<file path="src/rtl/cdb_arbiter.sv">
// cdb_arbiter: three-way arbiter for the common data bus (ALU, load, SLB).
// The granted payload is captured into a one-cycle broadcast register.
// The bus freezes on !rdy or stall, and flush clears the broadcast.
// Build option CDB_ARB_ROUND_ROBIN_EN selects rotating priority starting at ptr.
// Without it, priority is fixed: LD > ALU > SLB, and ptr stays 0.
`ifndef ROB_IDX_LN
`define ROB_IDX_LN 5
`endif

module cdb_arbiter #(
  parameter int ROB_BIT = `ROB_IDX_LN,
  parameter int NREQ    = 3
)(
  input  logic               clk,
  input  logic               rst,
  input  logic               rdy,
  input  logic               stall,
  input  logic               flush,
  input  logic               alu_valid,
  input  logic [ROB_BIT-1:0] alu_src,
  input  logic [31:0]        alu_val,
  input  logic               alu_tk,
  output logic               alu_ready,
  input  logic               ld_valid,
  input  logic [ROB_BIT-1:0] ld_src,
  input  logic [31:0]        ld_val,
  output logic               ld_ready,
  input  logic               slb_valid,
  input  logic [ROB_BIT-1:0] slb_src,
  input  logic [31:0]        slb_val,
  input  logic [31:0]        slb_addr,
  output logic               slb_ready,
  output logic               cdb_valid,
  output logic [1:0]         cdb_kind,
  output logic [ROB_BIT-1:0] cdb_src,
  output logic [31:0]        cdb_val,
  output logic               cdb_tk,
  output logic [31:0]        cdb_addr
);

  // Requester indices: 0 = ALU, 1 = LD, 2 = SLB
  logic [NREQ-1:0]  w_req;
  logic             w_open;
  logic             w_found;
  logic [1:0]       w_sel;
  logic             w_xfer;
  logic [1:0]       r_ptr;
  logic [15:0]      r_bcast_cnt;

  logic [ROB_BIT-1:0] w_src;
  logic [31:0]        w_val;
  logic               w_tk;
  logic [31:0]        w_addr;

  assign w_req  = {slb_valid, ld_valid, alu_valid};
  assign w_open = rdy && !stall && !flush && !rst;
  assign w_xfer = w_open && w_found;

  // Pick the winning requester: rotating search from ptr, or fixed LD > ALU > SLB
  always_comb begin : pick
    logic [2:0] idx;
    w_found = 1'b0;
    w_sel   = 2'd0;
    idx     = 3'd0;
`ifdef CDB_ARB_ROUND_ROBIN_EN
    for (int k = 0; k < NREQ; k++) begin
      idx = 3'(r_ptr) + 3'(k);
      if (idx >= 3'd3) idx = idx - 3'd3;
      if (!w_found && w_req[idx[1:0]]) begin
        w_found = 1'b1;
        w_sel   = idx[1:0];
      end
    end
`else
    if (w_req[1]) begin
      w_found = 1'b1;
      w_sel   = 2'd1;
    end else if (w_req[0]) begin
      w_found = 1'b1;
      w_sel   = 2'd0;
    end else if (w_req[2]) begin
      w_found = 1'b1;
      w_sel   = 2'd2;
    end
`endif
  end

  assign alu_ready = w_xfer && (w_sel == 2'd0);
  assign ld_ready  = w_xfer && (w_sel == 2'd1);
  assign slb_ready = w_xfer && (w_sel == 2'd2);

  // Payload mux for the selected requester; tk and addr are zero for non-owners
  always_comb begin
    w_src  = alu_src;
    w_val  = alu_val;
    w_tk   = 1'b0;
    w_addr = 32'd0;
    case (w_sel)
      2'd0: begin
        w_src = alu_src;
        w_val = alu_val;
        w_tk  = alu_tk;
      end
      2'd1: begin
        w_src = ld_src;
        w_val = ld_val;
      end
      default: begin
        w_src  = slb_src;
        w_val  = slb_val;
        w_addr = slb_addr;
      end
    endcase
  end

  // Broadcast register, priority pointer and debug transfer counter
  always_ff @(posedge clk) begin
    if (rst) begin
      cdb_valid   <= 1'b0;
      cdb_kind    <= 2'd0;
      cdb_src     <= '0;
      cdb_val     <= 32'd0;
      cdb_tk      <= 1'b0;
      cdb_addr    <= 32'd0;
      r_ptr       <= 2'd0;
      r_bcast_cnt <= 16'd0;
    end else if (flush) begin
      // Rollback wins over freeze: drop the in-flight broadcast only
      cdb_valid <= 1'b0;
    end else if (w_open) begin
      if (w_xfer) begin
        cdb_valid <= 1'b1;
        cdb_kind  <= w_sel;
        cdb_src   <= w_src;
        cdb_val   <= w_val;
        cdb_tk    <= w_tk;
        cdb_addr  <= w_addr;
`ifdef CDB_ARB_ROUND_ROBIN_EN
        r_ptr     <= (w_sel == 2'd2) ? 2'd0 : w_sel + 2'd1;
`else
        r_ptr     <= 2'd0;
`endif
        if (r_bcast_cnt != 16'hFFFF) r_bcast_cnt <= r_bcast_cnt + 16'd1;
      end else begin
        cdb_valid <= 1'b0;
        cdb_tk    <= 1'b0;
        cdb_addr  <= 32'd0;
      end
    end
    // rdy low or stall: everything holds so the ROB still sees the broadcast
  end

  // Sanity: at most one grant per cycle, ptr stays in range
  always_ff @(posedge clk) begin
    if (!rst) begin
      assert ($countones({alu_ready, ld_ready, slb_ready}) <= 1);
      assert (r_ptr <= 2'd2);
`ifndef CDB_ARB_ROUND_ROBIN_EN
      assert (r_ptr == 2'd0);
`endif
      assert (r_bcast_cnt != 16'd0 || !cdb_valid || cdb_kind <= 2'd2);
    end
  end

endmodule

</file>
<file path="config.mk">
export PLATFORM = sky130hd
export DESIGN_NAME = cdb_arbiter
export DESIGN_NICKNAME = d
export VERILOG_FILES = /design/src/rtl/cdb_arbiter.sv
export SDC_FILE = /design/constraint.sdc
export NUM_CORES = 1
export LEC_CHECK = 0
export ABC_CLOCK_PERIOD_IN_PS = 4400
export CORE_MARGIN = 3
export CORE_UTILIZATION = 38
export CTS_CLUSTER_SIZE = 28
export DETAILED_ROUTE_END_ITERATION = 10
export MAX_ROUTING_LAYER = met4
export PLACE_DENSITY = 0.87
export SETUP_SLACK_MARGIN = 0.5
export SLEW_MARGIN = 40
export SYNTH_ARGS = -nofsm -noshare
export SYNTH_HDL_FRONTEND = slang
export SYNTH_SLANG_ARGS = --single-unit
</file>
<file path="constraint.sdc">
create_clock -name clk -period 4.4 [get_ports clk]
set_input_delay 0.88 -clock clk [delete_from_list [all_inputs] [get_ports clk]]
set_output_delay 0.88 -clock clk [all_outputs]
set_load 0.05 [all_outputs]
</file>
==> results of run 1 <==
[cell families after synthesis]
kind of cell | synth area share, %
AO/OA/AOI/OAI | 33.2
AND/OR/NAND/NOR | 15.2
flip-flops | 43.7
buffers and inverters | 7.59
multiplexers | 0.299
[area by class of cell]
type                       count  share of cell area [%]
clock inverter                 6                    1.59
tap                          105                    2.25
clock buffer                   9                    2.12
sequential                    73                    25.0
inverter                       3                   0.193
timing repair buffer         237                    40.6
multi-input combinational    298                    28.2
[tightest hold or removal path, stage by stage, from the launching register on]
cell	delay [ps]
dfxtp_1	320
nand2_1	50
a21oi_1	50
[synth_stat cells]
cell type and count:
nand2b_1 1, a311oi_1 37, a31oi_1 37, nor2_1 1, nor4b_1 1, buf_4 1, o21ai_1 10, nor2b_1 1
or3_1 1, or4b_1 1, nor2_2 1, and4_1 1, a31o_2 1, nor3_1 1, o21ai_0 27, inv_2 1
and3_1 1, nand3_1 32, and2_1 1, clkbuf_1 29, a31o_1 2, dfxtp_1 73, buf_6 5, nand2_1 70
a21oi_1 69, mux2i_1 1, nor3b_2 1, inv_1 2, buf_2 14
[registers in the layout, summed over array words and instances (netlist names)]
signal / cells
cdb_addr: 32
cdb_kind: 2
cdb_tk: 1
cdb_val: 32
cdb_src: 5
cdb_valid: 1
[final timing paths]
path,startpoint,end,slack (ps),depth (start not counted)
max,ld_valid,slb_ready,930,5
max reg2reg,cdb_val[30],cdb_val[30],3610,2
min reg2reg,cdb_addr[10],cdb_addr[10],450,2
min,cdb_addr[10],cdb_addr[10],450,2
[per-layer routing]
| metal | up-vias | part of all wire, % |
|---|---|---|
| li1 | 1970 | - |
| met1 | 1919 | 39 |
| met2 | 237 | 49 |
| met3 | 32 | 8.4 |
| met4 | 0 | 3.2 |
| met5 | - | 0 |
[per-stage QoR]
stage / instance area [µm²] / power [µW] / utilization [%] / std cells / setup WS, ps
2_1_floorplan: 3350 / 829 / - / 423 / 1340
6_report: 5840 / 1570 / 69.7 / 731 / 933
3_3_place_gp: 5620 / 1010 / 67.1 / 716 / 977
4_1_cts: 5840 / 1580 / 69.7 / 731 / 943
3_5_place_dp: 5620 / 1020 / 67.1 / 716 / 946
5_1_grt: 5840 / 1630 / 69.7 / 731 / 809
[power groups by stage]
stage                     combinational, µW  clock [µW]  sequential [µW]
after floorplan                        87.6           0              741
after global placement                  316           0              695
after detailed placement                321           0              696
after CTS                               322         582              681
after global routing                    342         609              682
final                                   322         571              681
==> impl_metrics.ini, run 1 <==
[status]
status = finished clean

[cells_and_area]
layout_common_cells = 223 x clkdlybuf4s50_1, 73 x dfxtp_1, 70 x nand2_1
fillers = 650
drive_gt1_share_pct = 5.75
final_common_cell = clkdlybuf4s50_1
nets = 774
multiInputGateArea_um2 = 1650
ff_latch_area_um2 = 1460
diodes = 0
synthToLayoutAreaGrowth_pct = 74.5

[timing]
post-route-period-util_pct = 78.8
holdWs_ps = 454
max_freq_mhz = 288
hold_violations = 0
slew_viol_final = 0
finalSetupViolCount = 0
fin_crit_ps = 3470
rsz0062_at_grt = false
skew_ps = 0
finalSetupTns_ps = 0
worstMarginPinSlew_ps = 744
max_slew_margin_pct = 50.4

[clock_network]
cts.sinks = 73
insertion_delay_ps = 320
cts_max_level = 3
tritoncts = built
hold_buffers = 0
root_buffer = clkbuf_8
cts_resized = 0
cts_buffers = 9
cts_buffer_depth = 2
clkSlewWorstSetupHoldPaths_ps = 90
post-cts-setup-buffers = 0

[critical_path]
critical-path-top-delay-family = buffers and inverters
cp_max_fo = 33
cp_cell_sequence = clkdlybuf4s50_1 > nor3b_4 > buf_4 > and2_1 > buf_12
crit_arrival_ps = 2590
worstSetupPathType = input pin to output pin
cp-start-kind = input pin
critPathRequiredTime_ps = 3520
cp_slowest_cell = clkdlybuf4s50_1
slowest_delay_ps = 670
end_kind = output pin
cp_num_buf_inv = 3

[pwr]
sw_frac_of_total_pct = 26.3
seqPwrFrac_pct = 43.2
combPwrFrac_pct = 20.5
leakagePower_uw = 0.00195
switchingPower_uw = 414
intPower_uw = 1160
ir_worst_vdd_v = 0.000142
p_clk_share_pct = 36.3
powerDensity_nw_per_um2 = 270

[die]
ios = 228
die_w_um = 99.9
rows = 33
dieHeight_um = 99.9
core_area_um2 = 8380
start_util_pct = 39.9
die_area_um2 = 9970

[min_path]
hp-class = register to register

[synth]
netlist_area_um2 = 3350
yosysSeqAreaShare_pct = 43.7
ys_ff_latch = 73
synth_top_cell_by_area = dfxtp_1
synth_top_area_share_pct = 43.7
avgSynthCellArea_um2 = 7.91
synth_fp_nets = 575
synth.area.top_cells = dfxtp_1 44%, a21oi_1 10%, a311oi_1 9.7%, nand2_1 7.9%, a31oi_1 6.9%
ys_types = 29
synthCells = 423
yosysWarningCount = 0

[global_route]
grt-ovfl-total = 0
grt_max_degree = 71
grt_pass1_vias = 4024
gr-usage-met3_pct = 4.52
grt_antenna_before_repair = 0
grt_util_met1_pct = 30.1
busiest_layer = met2
grt_first_pass_wirelength_um = 19900
grt_use_total_pct = 25.4
gr-usage-met2_pct = 42.3

[drt]
drt-total-wl_um = 13100
drc = 0
avgRoutedWirePerCell_um = 17.9
drt_iter0_markers = 261
vias = 4158
viasPerCell = 5.69
antenna_left = 0
firstDrtPassIters = 4

[run]
drv_cap = 0

[placed_design]
io_buffers = 227
place.gp.congestion = 0.845
post-dp-hpwl_um = 9460
(Power assumes the default switching activity.)
==> run 2: changes to the inputs <==
- ABC_CLOCK_PERIOD_IN_PS: 4400 -> 3600
- CORE_UTILIZATION: 38 -> 36
- PLACE_DENSITY: 0.87 -> 0.84
- clock period: 4.4 -> 3.6 ns (I/O delays scaled with it)
==> impl_metrics.ini, run 2 (synthesized netlist as in run 1, its figures left out) <==
[critical_path]
slowest_delay_ps = 720
cp_slowest_cell = or4b_2
regToRegSetupSlack_ps = 2760
worstSetupPathType = input pin to output pin
cp_cell_sequence = clkdlybuf4s50_1 > or4b_2 > nor2_2 > buf_12
cp-start-kind = input pin
cp_num_buf_inv = 2
critPathRequiredTime_ps = 2880
end_kind = output pin
critical-path-top-delay-family = simple AND/OR/NAND/NOR gates
crit_arrival_ps = 2230
cp_max_fo = 3

[cells_and_area]
drive_gt1_share_pct = 6.19
diodes = 0
finalInstanceArea_um2 = 5900
final_common_cell = clkdlybuf4s50_1
nets = 777
synthToLayoutAreaGrowth_pct = 76.4
layout.cells.non_filler = 738
layout_common_cells = 223 x clkdlybuf4s50_1, 73 x dfxtp_1, 70 x nand2_1
reg.largest.list = cdb_addr (32), cdb_val (32), cdb_src (5)

[global_route]
grt_antenna_before_repair = 0
grt-ovfl-total = 0
grt_use_total_pct = 24.1
grt_max_degree = 71
grt_pass1_vias = 4021
grt_first_pass_wirelength_um = 19300

[run]
drv_cap = 0

[timing]
fin_crit_ps = 2950
hold_violations = 0
skew_ps = 0
rsz0062_at_grt = false
slew_viol_final = 0
finalSetupTns_ps = 0
max_slew_margin_pct = 49.9
max_freq_mhz = 339
finalSetupViolCount = 0
post-route-period-util_pct = 81.9
worstMarginPinSlew_ps = 751

[drt]
firstDrtPassIters = 5
drc = 0
antenna_left = 0
drt_iter0_markers = 215
viasPerCell = 5.61
vias = 4141
avgRoutedWirePerCell_um = 17.6
drt-total-wl_um = 13000

[placed_design]
io_buffers = 227
dpl_cell_area_um2 = 5660
post-dp-hpwl_um = 9330
dp_cells = 722
place.gp.congestion = 0.795

[clock_network]
root_buffer = clkbuf_8
cts_buffer_depth = 2
tritoncts = built
cts_resized = 0
clkSlewWorstSetupHoldPaths_ps = 80
post-cts-setup-buffers = 0
hold_buffers = 0
insertion_delay_ps = 340
cts_buffers = 9
cts_max_level = 3
cts.sinks = 73

[die]
rows = 34
die_w_um = 102
start_util_pct = 37.6
ios = 228
dieHeight_um = 102
die_area_um2 = 10500
core_area_um2 = 8890

[min_path]
hp-class = register to register

[status]
status = finished clean

[pwr]
leakagePower_uw = 0.00199
powerDensity_nw_per_um2 = 339
ir_worst_vdd_v = 0.000214
## run 2: layout make-up
type / count / area, µm²
fillers: 745 / 2990
repair buffers: 240 / 2410
multi-input cells: 298 / 1650
flip-flops and latches: 73 / 1460
well taps: 108 / 135
clock buffers: 10 / 128
clock inverters: 6 / 115
inverters: 3 / 11.3
## run 2: final timing paths
kind                start           end  cells after the start
max                 stall      ld_ready                      4
min          cdb_addr[24]  cdb_addr[24]                      2
max reg2reg    cdb_val[0]    cdb_val[0]                      2
min reg2reg  cdb_addr[24]  cdb_addr[24]                      2
## run 2: worst min-delay path, stage by stage, from the launching register on
cell	delay, ps
dfxtp_1	310
nand2_1	50
a21oi_1	50
## run 2: power by group
part,internal [µW],switching (µW)
clock,464,309
combinational,208,190
sequential,823,8.49
total,1500,507
## run 2: metal layers
layer / global-route usage, % / part of all wire (%)
met1: 28.2 / 39
met2: 39.6 / 49
met3: 5.12 / 9.1
met4: 10.5 / 2.7
met5: - / 0
## run 2: per-stage QoR
stage | total power (µW) | hold slack (ps) | utilization [%] | worst slack [ps]
2_1_floorplan | 1010 | 667 | - | 858
3_3_place_gp | 1240 | 437 | 63.7 | 672
3_5_place_dp | 1250 | 443 | 63.7 | 658
4_1_cts | 2020 | 454 | 66.4 | 648
5_1_grt | 2080 | 475 | 66.4 | 607
6_report | 2000 | 452 | 66.4 | 651
==> run 3: changes to the inputs <==
- ABC_CLOCK_PERIOD_IN_PS: 3600 -> 2450
- CORE_UTILIZATION: 36 -> 32
- PLACE_DENSITY: 0.84 -> 0.79
- clock period: 3.6 -> 2.45 ns (I/O delays scaled with it)
==> impl_metrics.ini, run 3 (synthesized netlist as in run 1, its figures left out) <==
[status]
status = finished clean

[placed_design]
dpl_cell_area_um2 = 5740
io_buffers = 227
place.gp.congestion = 0.760
post-dp-hpwl_um = 9650

[pwr]
ir_worst_vdd_v = 0.000300
intPower_uw = 2210
leakagePower_uw = 0.00239
total_power_uw = 2950
seqPwrFrac_pct = 41.4
p_clk_share_pct = 38.9
switchingPower_uw = 739
sw_frac_of_total_pct = 25.1
combPwrFrac_pct = 19.6
powerDensity_nw_per_um2 = 496

[timing]
max_freq_mhz = 505
holdWs_ps = 452
max_slew_margin_pct = 49.1
worstMarginPinSlew_ps = 764
finalSetupTns_ps = 0
post-route-period-util_pct = 80.8
finalSetupViolCount = 0
rsz0062_at_grt = true
fin_crit_ps = 1980
skew_ps = 0
slew_viol_final = 0
hold_violations = 0

[drt]
vias = 4210
avgRoutedWirePerCell_um = 17.3
drt_iter0_markers = 284
viasPerCell = 5.44
antenna_left = 0
firstDrtPassIters = 5
drc = 0
drt-total-wl_um = 13400

[global_route]
busiest_layer = met2
grt_antenna_before_repair = 1
grt_use_total_pct = 23.4
grt_util_met1_pct = 26.2
grt_pass1_vias = 4171
gr-usage-met2_pct = 39.3
grt_max_degree = 72
grt-ovfl-total = 0
gr-usage-met3_pct = 6.09
grt_first_pass_wirelength_um = 21000

[min_path]
hp-class = register to register

[critical_path]
cp-start-kind = input pin
regToRegSetupSlack_ps = 1650
critPathRequiredTime_ps = 1960
timing.rr.end = cdb_val[25]
crit_start = flush
crit_end = alu_ready
worstSetupPathType = input pin to output pin
rr_worst_depth = 2
end_kind = output pin
r2r-start = cdb_val[25]
crit_arrival_ps = 1490
cp_max_fo = 3

[die]
ios = 228
core_area_um2 = 9950
start_util_pct = 33.6
rows = 36
dieHeight_um = 108
die_w_um = 108
die_area_um2 = 11700

[clock_network]
root_buffer = clkbuf_8
cts.sinks = 73
cts_buffers = 9
insertion_delay_ps = 340
cts_max_level = 3
clkSlewWorstSetupHoldPaths_ps = 70
tritoncts = built
cts_buffer_depth = 2

[run]
drv_cap = 0

[cells_and_area]
synthToLayoutAreaGrowth_pct = 77.4
finalInstanceArea_um2 = 5940
nets = 787
layout_common_cells = 144 x clkdlybuf4s50_1, 76 x dlygate4sd2_1, 73 x dfxtp_1
drive_gt1_share_pct = 8.44
final_common_cell = clkdlybuf4s50_1
reg.largest.list = cdb_addr (32), cdb_val (32), cdb_src (5)
-- run 3: cell types whose count changed in the layout (fill, tap and decap cells not counted), moves of 4 or more --
| cell | change |
|---|---|
| clkdlybuf4s50_1 | -79 |
| dlygate4sd2_1 | +76 |
| buf_4 | +9 |
| buf_6 | +4 |
-- run 3: worst max-delay path, cell delays in order --
cell and delay [ps]:
buf_6 100, buf_6 110, nor4b_4 290, buf_4 170, and3_4 190, buf_12 130
-- run 3: area by class of cell --
class | count | area, µm²
clock inverters | 5 | 103
fillers | 896 | 4020
diodes | 1 | 2.50
well taps | 133 | 166
multi-input cells | 298 | 1670
flip-flops and latches | 73 | 1460
repair buffers | 250 | 2380
clock buffers | 11 | 141
inverters | 3 | 11.3
-- run 3: worst min path at each step --
| stage | startpoint | depth (start not counted) | slack, ps | end |
|---|---|---|---|---|
| after floorplan | flush | 1 | 570 | cdb_valid |
| after global placement | cdb_addr[20] | 2 | 440 | cdb_addr[20] |
| after detailed placement | cdb_addr[25] | 2 | 450 | cdb_addr[25] |
| after CTS | flush | 4 | 460 | cdb_valid |
| after global routing | flush | 4 | 470 | cdb_valid |
| final | cdb_addr[10] | 2 | 450 | cdb_addr[10] |
-- run 3: stage by stage --
stage	instances	util, %	worst slack, ps
2_1_floorplan	423	-	328
3_3_place_gp	753	57.6	22.1
3_5_place_dp	753	57.6	-11.0
4_1_cts	772	59.6	433
5_1_grt	774	59.6	427
6_report	774	59.6	471
-- run 3: power groups by stage --
stage | combinational [µW] | sequential (µW) | clock [µW]
final | 578 | 1220 | 1150
after global routing | 617 | 1220 | 1230
after CTS | 578 | 1220 | 1180
after detailed placement | 588 | 1250 | 0
after global placement | 579 | 1250 | 0
after floorplan | 158 | 1330 | 0
-- run 3: timing repair --
action                                  CTS  global route
gates resized for setup                  92             2
endpoints found under the setup margin  115             3
pin swaps                                 4             1
hold buffers                              0             0
setup buffers                             3             1
-- run 3: routing by layer --
metal,part of all wire [%],up-vias,wire length [µm]
met5,0,-,0
met4,2.9,0,385
met3,10,33,1340
met2,49,218,6530
met1,38,1962,5140
li1,-,1997,-
